===== src/rtl/shim_cfg_pkg.sv =====
// Shared constants for the AXI->SPI configuration synchronizer.
//   *_W                  field widths of the carried configuration
//   DEFAULT_*            default synchronizer depth and stability filter length
//   F_*                  bit positions of each field in the per-field status vectors
//   LOCK_MASK            fields that are frozen while the SPI system is enabled
package shim_cfg_pkg;

    localparam int THRESH_W = 15;
    localparam int WINDOW_W = 32;
    localparam int SKIP_W   = 16;
    localparam int NCS_W    = 8;

    localparam int DEFAULT_DEPTH        = 3;
    localparam int DEFAULT_STABLE_COUNT = 2;

    localparam int NUM_FIELDS = 8;

    localparam int F_SPI_EN     = 0;
    localparam int F_BLOCK_BUFS = 1;
    localparam int F_THRESH     = 2;
    localparam int F_WINDOW     = 3;
    localparam int F_INTEG_EN   = 4;
    localparam int F_SKIP       = 5;
    localparam int F_DAC_NCS    = 6;
    localparam int F_ADC_NCS    = 7;

    // spi_en and block_bufs are never frozen
    localparam logic [NUM_FIELDS-1:0] LOCK_MASK = 8'b1111_1100;

endpackage


===== src/rtl/shim_cfg_field_sync.sv =====
// One configuration field: DEPTH-flop synchronizer followed by a stability filter.
//   clk, rst   SPI-domain clock, async active-high reset
//   din        field value from the AXI domain (asynchronous)
//   hold       1 = keep dout even if a new value has settled
//   dout       filtered, registered copy of din
//   settled    synced value has been unchanged for STABLE_COUNT cycles
//   diff       settled value differs from dout
module shim_cfg_field_sync #(
    parameter int WIDTH        = 1,
    parameter int DEPTH        = 3,
    parameter int STABLE_COUNT = 2
) (
    input  logic             clk,
    input  logic             rst,
    input  logic [WIDTH-1:0] din,
    input  logic             hold,
    output logic [WIDTH-1:0] dout,
    output logic             settled,
    output logic             diff
);

    localparam int CW = $clog2(STABLE_COUNT + 1);

    logic [DEPTH-1:0][WIDTH-1:0] sync_q;
    logic [DEPTH-1:0]            vld_pipe;
    logic [CW-1:0]               cnt_q;
    logic [WIDTH-1:0]            s;

    assign s       = sync_q[DEPTH-1];
    assign settled = (cnt_q == CW'(STABLE_COUNT));
    assign diff    = settled && (s != dout);

    always_ff @(posedge clk or posedge rst) begin
        if (rst) begin
            sync_q   <= '0;
            vld_pipe <= '0;
            cnt_q    <= '0;
            dout     <= '0;
        end else begin
            sync_q   <= {sync_q[DEPTH-2:0], din};
            // Marks chain stages holding a real sample; the reset contents of
            // the chain must not count towards stability.
            vld_pipe <= {vld_pipe[DEPTH-2:0], 1'b1};
            // The stage feeding s is compared so the counter restarts on the
            // same edge that s takes a new value.
            if (vld_pipe[DEPTH-1] && (sync_q[DEPTH-2] == s)) begin
                if (!settled)
                    cnt_q <= cnt_q + CW'(1);
            end else begin
                cnt_q <= '0;
            end
            if (settled && !hold)
                dout <= s;
        end
    end

endmodule


===== src/rtl/shim_spi_cfg_sync.sv =====
// AXI->SPI quasi-static configuration synchronizer, spi_clk domain only.
//   spi_clk, spi_rst              clock, async active-high reset
//   spi_en, block_bufs, integ_*,  AXI-domain configuration inputs
//   boot_test_skip, *_n_cs_high_time
//   <field>_stable                filtered SPI-domain copies
//   cfg_valid                     every field has settled at least once since reset
//   cfg_lock_viol                 sticky: a locked field changed while enabled
module shim_spi_cfg_sync
    import shim_cfg_pkg::*;
#(
    parameter int DEPTH        = DEFAULT_DEPTH,
    parameter int STABLE_COUNT = DEFAULT_STABLE_COUNT
) (
    input  logic                spi_clk,
    input  logic                spi_rst,
    input  logic                spi_en,
    input  logic                block_bufs,
    input  logic [THRESH_W-1:0] integ_thresh_avg,
    input  logic [WINDOW_W-1:0] integ_window,
    input  logic                integ_en,
    input  logic [SKIP_W-1:0]   boot_test_skip,
    input  logic [NCS_W-1:0]    dac_n_cs_high_time,
    input  logic [NCS_W-1:0]    adc_n_cs_high_time,
    output logic                spi_en_stable,
    output logic                block_bufs_stable,
    output logic [THRESH_W-1:0] integ_thresh_avg_stable,
    output logic [WINDOW_W-1:0] integ_window_stable,
    output logic                integ_en_stable,
    output logic [SKIP_W-1:0]   boot_test_skip_stable,
    output logic [NCS_W-1:0]    dac_n_cs_high_time_stable,
    output logic [NCS_W-1:0]    adc_n_cs_high_time_stable,
    output logic                cfg_valid,
    output logic                cfg_lock_viol
);

    logic [NUM_FIELDS-1:0] settled_v;
    logic [NUM_FIELDS-1:0] diff_v;
    logic [NUM_FIELDS-1:0] seen_q;
    logic                  valid_nxt;
    logic                  en_nxt;
    logic                  lock_hold;

    assign valid_nxt = cfg_valid | (&(seen_q | settled_v));
    // spi_en is 1 bit wide, so its next value is the current one flipped
    // whenever a differing settled value is allowed through.
    assign en_nxt    = spi_en_stable ^ (diff_v[F_SPI_EN] & valid_nxt);
    // Locked on the rising edge (simultaneous settle stays locked) and on the
    // falling edge (unlocked fields load one cycle after the fall).
    assign lock_hold = spi_en_stable | en_nxt;

    shim_cfg_field_sync #(.WIDTH(1), .DEPTH(DEPTH), .STABLE_COUNT(STABLE_COUNT)) u_spi_en (
        .clk(spi_clk), .rst(spi_rst), .din(spi_en), .hold(~valid_nxt),
        .dout(spi_en_stable), .settled(settled_v[F_SPI_EN]), .diff(diff_v[F_SPI_EN]));

    shim_cfg_field_sync #(.WIDTH(1), .DEPTH(DEPTH), .STABLE_COUNT(STABLE_COUNT)) u_block_bufs (
        .clk(spi_clk), .rst(spi_rst), .din(block_bufs), .hold(1'b0),
        .dout(block_bufs_stable), .settled(settled_v[F_BLOCK_BUFS]), .diff(diff_v[F_BLOCK_BUFS]));

    shim_cfg_field_sync #(.WIDTH(THRESH_W), .DEPTH(DEPTH), .STABLE_COUNT(STABLE_COUNT)) u_thresh (
        .clk(spi_clk), .rst(spi_rst), .din(integ_thresh_avg), .hold(lock_hold),
        .dout(integ_thresh_avg_stable), .settled(settled_v[F_THRESH]), .diff(diff_v[F_THRESH]));

    shim_cfg_field_sync #(.WIDTH(WINDOW_W), .DEPTH(DEPTH), .STABLE_COUNT(STABLE_COUNT)) u_window (
        .clk(spi_clk), .rst(spi_rst), .din(integ_window), .hold(lock_hold),
        .dout(integ_window_stable), .settled(settled_v[F_WINDOW]), .diff(diff_v[F_WINDOW]));

    shim_cfg_field_sync #(.WIDTH(1), .DEPTH(DEPTH), .STABLE_COUNT(STABLE_COUNT)) u_integ_en (
        .clk(spi_clk), .rst(spi_rst), .din(integ_en), .hold(lock_hold),
        .dout(integ_en_stable), .settled(settled_v[F_INTEG_EN]), .diff(diff_v[F_INTEG_EN]));

    shim_cfg_field_sync #(.WIDTH(SKIP_W), .DEPTH(DEPTH), .STABLE_COUNT(STABLE_COUNT)) u_skip (
        .clk(spi_clk), .rst(spi_rst), .din(boot_test_skip), .hold(lock_hold),
        .dout(boot_test_skip_stable), .settled(settled_v[F_SKIP]), .diff(diff_v[F_SKIP]));

    shim_cfg_field_sync #(.WIDTH(NCS_W), .DEPTH(DEPTH), .STABLE_COUNT(STABLE_COUNT)) u_dac_ncs (
        .clk(spi_clk), .rst(spi_rst), .din(dac_n_cs_high_time), .hold(lock_hold),
        .dout(dac_n_cs_high_time_stable), .settled(settled_v[F_DAC_NCS]), .diff(diff_v[F_DAC_NCS]));

    shim_cfg_field_sync #(.WIDTH(NCS_W), .DEPTH(DEPTH), .STABLE_COUNT(STABLE_COUNT)) u_adc_ncs (
        .clk(spi_clk), .rst(spi_rst), .din(adc_n_cs_high_time), .hold(lock_hold),
        .dout(adc_n_cs_high_time_stable), .settled(settled_v[F_ADC_NCS]), .diff(diff_v[F_ADC_NCS]));

    always_ff @(posedge spi_clk or posedge spi_rst) begin
        if (spi_rst) begin
            seen_q        <= '0;
            cfg_valid     <= 1'b0;
            cfg_lock_viol <= 1'b0;
        end else begin
            seen_q    <= seen_q | settled_v;
            cfg_valid <= valid_nxt;
            // Clearing on the falling edge of the enable takes priority.
            if (spi_en_stable && !en_nxt)
                cfg_lock_viol <= 1'b0;
            else if (lock_hold && (|(diff_v & LOCK_MASK)))
                cfg_lock_viol <= 1'b1;
        end
    end

endmodule

===== config.mk =====
export PLATFORM = sky130hd
export DESIGN_NAME = shim_spi_cfg_sync
export DESIGN_NICKNAME = d
export VERILOG_FILES = /design/src/rtl/shim_cfg_pkg.sv /design/src/rtl/shim_cfg_field_sync.sv /design/src/rtl/shim_spi_cfg_sync.sv
export SDC_FILE = /design/constraint.sdc
export NUM_CORES = 1
export LEC_CHECK = 0
export ABC_AREA = 1
export CAP_MARGIN = 0
export CORE_UTILIZATION = 50
export DETAILED_ROUTE_END_ITERATION = 10
export PLACE_DENSITY = 0.73
export SLEW_MARGIN = 30
export SYNTH_ARGS = -nofsm -noshare
export SYNTH_HDL_FRONTEND = slang
export SYNTH_SLANG_ARGS = --single-unit

===== constraint.sdc =====
create_clock -name spi_clk -period 13.8 [get_ports spi_clk]
set_input_delay 1.38 -clock spi_clk [delete_from_list [all_inputs] [get_ports spi_clk]]
set_output_delay 1.38 -clock spi_clk [all_outputs]
set_load 0.03 [all_outputs]

==> flow_metrics.env <==
export IMPL_status="finished, final reports clean"
export IMPL_cts_buffer_depth=3
export IMPL_num_io_pins=168
export IMPL_numCtsBuffers=37
export IMPL_slew_headroom_pct=42.6
export IMPL_synth_ff_latch_count=357
export IMPL_peakVddDrop_uv=99.0
export IMPL_first_pass_iters=4
export IMPL_drt_initial_drc_count=473
export IMPL_grt_max_degree=147
export IMPL_n_antenna_cell=0
export IMPL_core_area_sq_um=25100
export IMPL_timing_hold_ws_ps=340
export IMPL_synth_edf_count=0
export IMPL_cts_tree="done"
export IMPL_dp_cells=1627
export IMPL_synth_nets=1237
export IMPL_post_cts_buffers=0
export IMPL_synthArstFlopShare_pct=100
export IMPL_io_buffers=167
export IMPL_drt_total_wl_um=24200
export IMPL_num_rows=58
export IMPL_syn_to_final_growth_pct=26.5
export IMPL_period_share_pct=24.2
export IMPL_vias=8081
export IMPL_cts_root_buf="clkbuf_16"
export IMPL_grt_pass1_wl_um=40100
export IMPL_ant_nets=0
export IMPL_path_clk_slew_ps=60
export IMPL_p_total_uw=2280
export IMPL_cts_hold_buf=0
export IMPL_worstSetupStartpointType="flop"
export IMPL_min_period_ps=3340
export IMPL_clk_latency_ps=510
export IMPL_die_w_um=162
export IMPL_crit_fanout=32
export IMPL_antenna_found_initial=0
export IMPL_fin_cells=1692
export IMPL_seq_area_frac_synth_pct=70.0
export IMPL_timing_final_max_slew_violations=0
export IMPL_syn_inst=1143
export IMPL_cts_resized_gates=0
export IMPL_tightest_slew_ps=859
export IMPL_fmax_ghz=0.299
export IMPL_grt_use_total_pct=19.5
export IMPL_synth_flop_cell="dfrtp_1"
export IMPL_clock_sinks=357
export IMPL_drcViolationCount=0
export IMPL_rsz0062_at_grt="false"
export IMPL_wl_per_cell_um=14.3
export IMPL_synth_area_sq_um=12800
export IMPL_dp_hpwl_um=16300
export IMPL_fin_setup_tns_ps=0
export IMPL_worstSetupPathType="flop to flop"
export IMPL_ctsHtreeMaxLevel=2
export IMPL_hold_violations=0
export IMPL_dieArea_sq_um=26200
export IMPL_hp_class="flop to flop"
export IMPL_crit_path_end_kind="flop"
export IMPL_cap_violations=0
export IMPL_ys_warn_count=0
export IMPL_grt_overflow=0
export IMPL_worst_ep_required_time_ps=14190
export IMPL_grt_pass1_vias=8168
export IMPL_viasPerCell=4.78
export IMPL_syn_area_per_cell_sq_um=11.2
export IMPL_drive_gt1_share_pct=7.64
export IMPL_skew_ps=9.88
export IMPL_setup_viol=0
export IMPL_layout_nets=1430
export IMPL_p_leak_uw=0.00744
export IMPL_initial_core_util_pct=50.8
export IMPL_ys_types=32
export IMPL_die_h_um=162
export IMPL_worstPathArrival_ps=3740
export IMPL_place_gp_congestion=0.812
export IMPL_p_per_area_nw_per_um2=142
## flip-flops by register name (all words and copies together) (netlist names), 15 cells and up
name and cells:
u_window.sync_q 64, u_skip.sync_q 32, u_window.dout 32, u_window.s 32
u_thresh.sync_q 30, u_adc_ncs.sync_q 16, u_dac_ncs.sync_q 16, u_skip.dout 16
u_skip.s 16, u_thresh.dout 15, u_thresh.s 15
## critical path, stage by stage, from the launching register on
cell	delay [ps]
dfrtp_1	390
inv_1	60
ha_1	270
nor2_1	80
inv_1	90
nand4_1	120
o21bai_2	150
nand2_1	110
nor2_2	110
inv_1	50
ha_1	310
nand2_1	670
buf_4	430
mux2_2	370
## kinds of logic (layout without fill, tap and decap cells)
| kind of cell | after synthesis | in the layout | share of synthesized area (%) |
|---|---|---|---|
| AOI/OAI and AO/OA | 137 | 137 | 6.01 |
| xor gates and xnor gates | 64 | 64 | 4.39 |
| adders and majority gates | 10 | 10 | 0.981 |
| buffers and inverters | 153 | 372 | 4.59 |
| DFF | 357 | 357 | 70.0 |
| muxes | 13 | 13 | 1.15 |
| other | 1 | 1 | 0.0294 |
| and+or+nand+nor | 408 | 408 | 12.8 |
## final timing paths
| kind | start | end | slack, ps | cells after the start |
|---|---|---|---|---|
| max reg2reg | u_skip.cnt_q[0]$_DFFE_PP0P_ | u_window.dout[24]$_DFFE_PP0P_ | 10460 | 13 |
| min | u_adc_ncs.sync_q[7]$_DFF_PP0_ | u_adc_ncs.sync_q[15]$_DFF_PP0_ | 340 | 0 |
| max in group asynchronous | spi_rst | u_skip.s[9]$_DFF_PP0_ | 10610 | 4 |
| min in group asynchronous | spi_rst | u_thresh.sync_q[0]$_DFF_PP0_ | 1400 | 2 |
| max | u_skip.cnt_q[0]$_DFFE_PP0P_ | u_window.dout[24]$_DFFE_PP0P_ | 10460 | 13 |
| min reg2reg | u_adc_ncs.sync_q[7]$_DFF_PP0_ | u_adc_ncs.sync_q[15]$_DFF_PP0_ | 340 | 0 |
## per-stage QoR
| stage | setup slack [ps] | utilization (%) | instance area, sq um |
|---|---|---|---|
| detailed placement | 9250 | 59.0 | 14800 |
| finish | 10460 | 64.3 | 16100 |
| CTS | 9800 | 64.2 | 16100 |
| floorplan | 2510 | - | 12800 |
| global route | 10080 | 64.3 | 16100 |
| global placement | 9300 | 59.0 | 14800 |
## layout make-up
type	instances	area, sq um
fillers	1941	8980
flip-flops and latches	357	8930
multi-input cells	633	3240
repair buffers	171	1710
clock buffers	47	1060
inverters	136	523
well taps	330	413
clock inverters	18	258
## report_power, final
group	switching [uW]	internal, uW
Clock	399	656
Sequential	26.1	1090
Combinational	62.7	50.2
## cell usage in the layout, fill, tap and decap left out, types with 3 or more instances in the layout
cell type / instances
mux2_2: 13
clkbuf_8: 5
dfrtp_1: 357
nor3_1: 4
o21ai_0: 87
or2_1: 4
clkbuf_16: 39
nand2_1: 277
nor2_2: 3
xnor2_1: 46
a22o_1: 3
a221oi_1: 6
a211oi_1: 5
clkdlybuf4s50_1: 167
inv_1: 125
nand3_1: 17
clkbuf_1: 3
clkinv_2: 7
o2111ai_1: 3
nor4_1: 4
inv_2: 10
ha_1: 10
nor2_1: 79
o22ai_1: 13
or2_2: 9
a21oi_1: 17
bufinv_16: 6
nand4_1: 8
xor2_1: 18
## synthesized netlist by cell type, types with 6 or more instances
cell type,number,share of area (%)
a21oi_1,17,0.67
a221oi_1,6,0.41
buf_2,6,0.24
clkbuf_1,10,0.29
dfrtp_1,357,70
ha_1,10,0.98
inv_1,126,3.7
inv_2,10,0.29
mux2_2,13,1.1
nand2_1,278,8.2
nand3_1,17,0.67
nand4_1,8,0.39
nor2_1,79,2.3
o21ai_0,87,3.4
o22ai_1,13,0.64
or2_2,9,0.44
xnor2_1,46,3.2
xor2_1,18,1.2
## layer usage
| layer | track usage, % | up-vias | wire (um) |
|---|---|---|---|
| li1 | - | 3970 | - |
| met3 | 4.01 | 52 | 1110 |
| met2 | 31.6 | 183 | 11500 |
| met4 | 7.20 | 0 | 765 |
| met5 | 0 | - | 0 |
| met1 | 26.2 | 3876 | 10800 |
(Power assumes the default switching activity.)
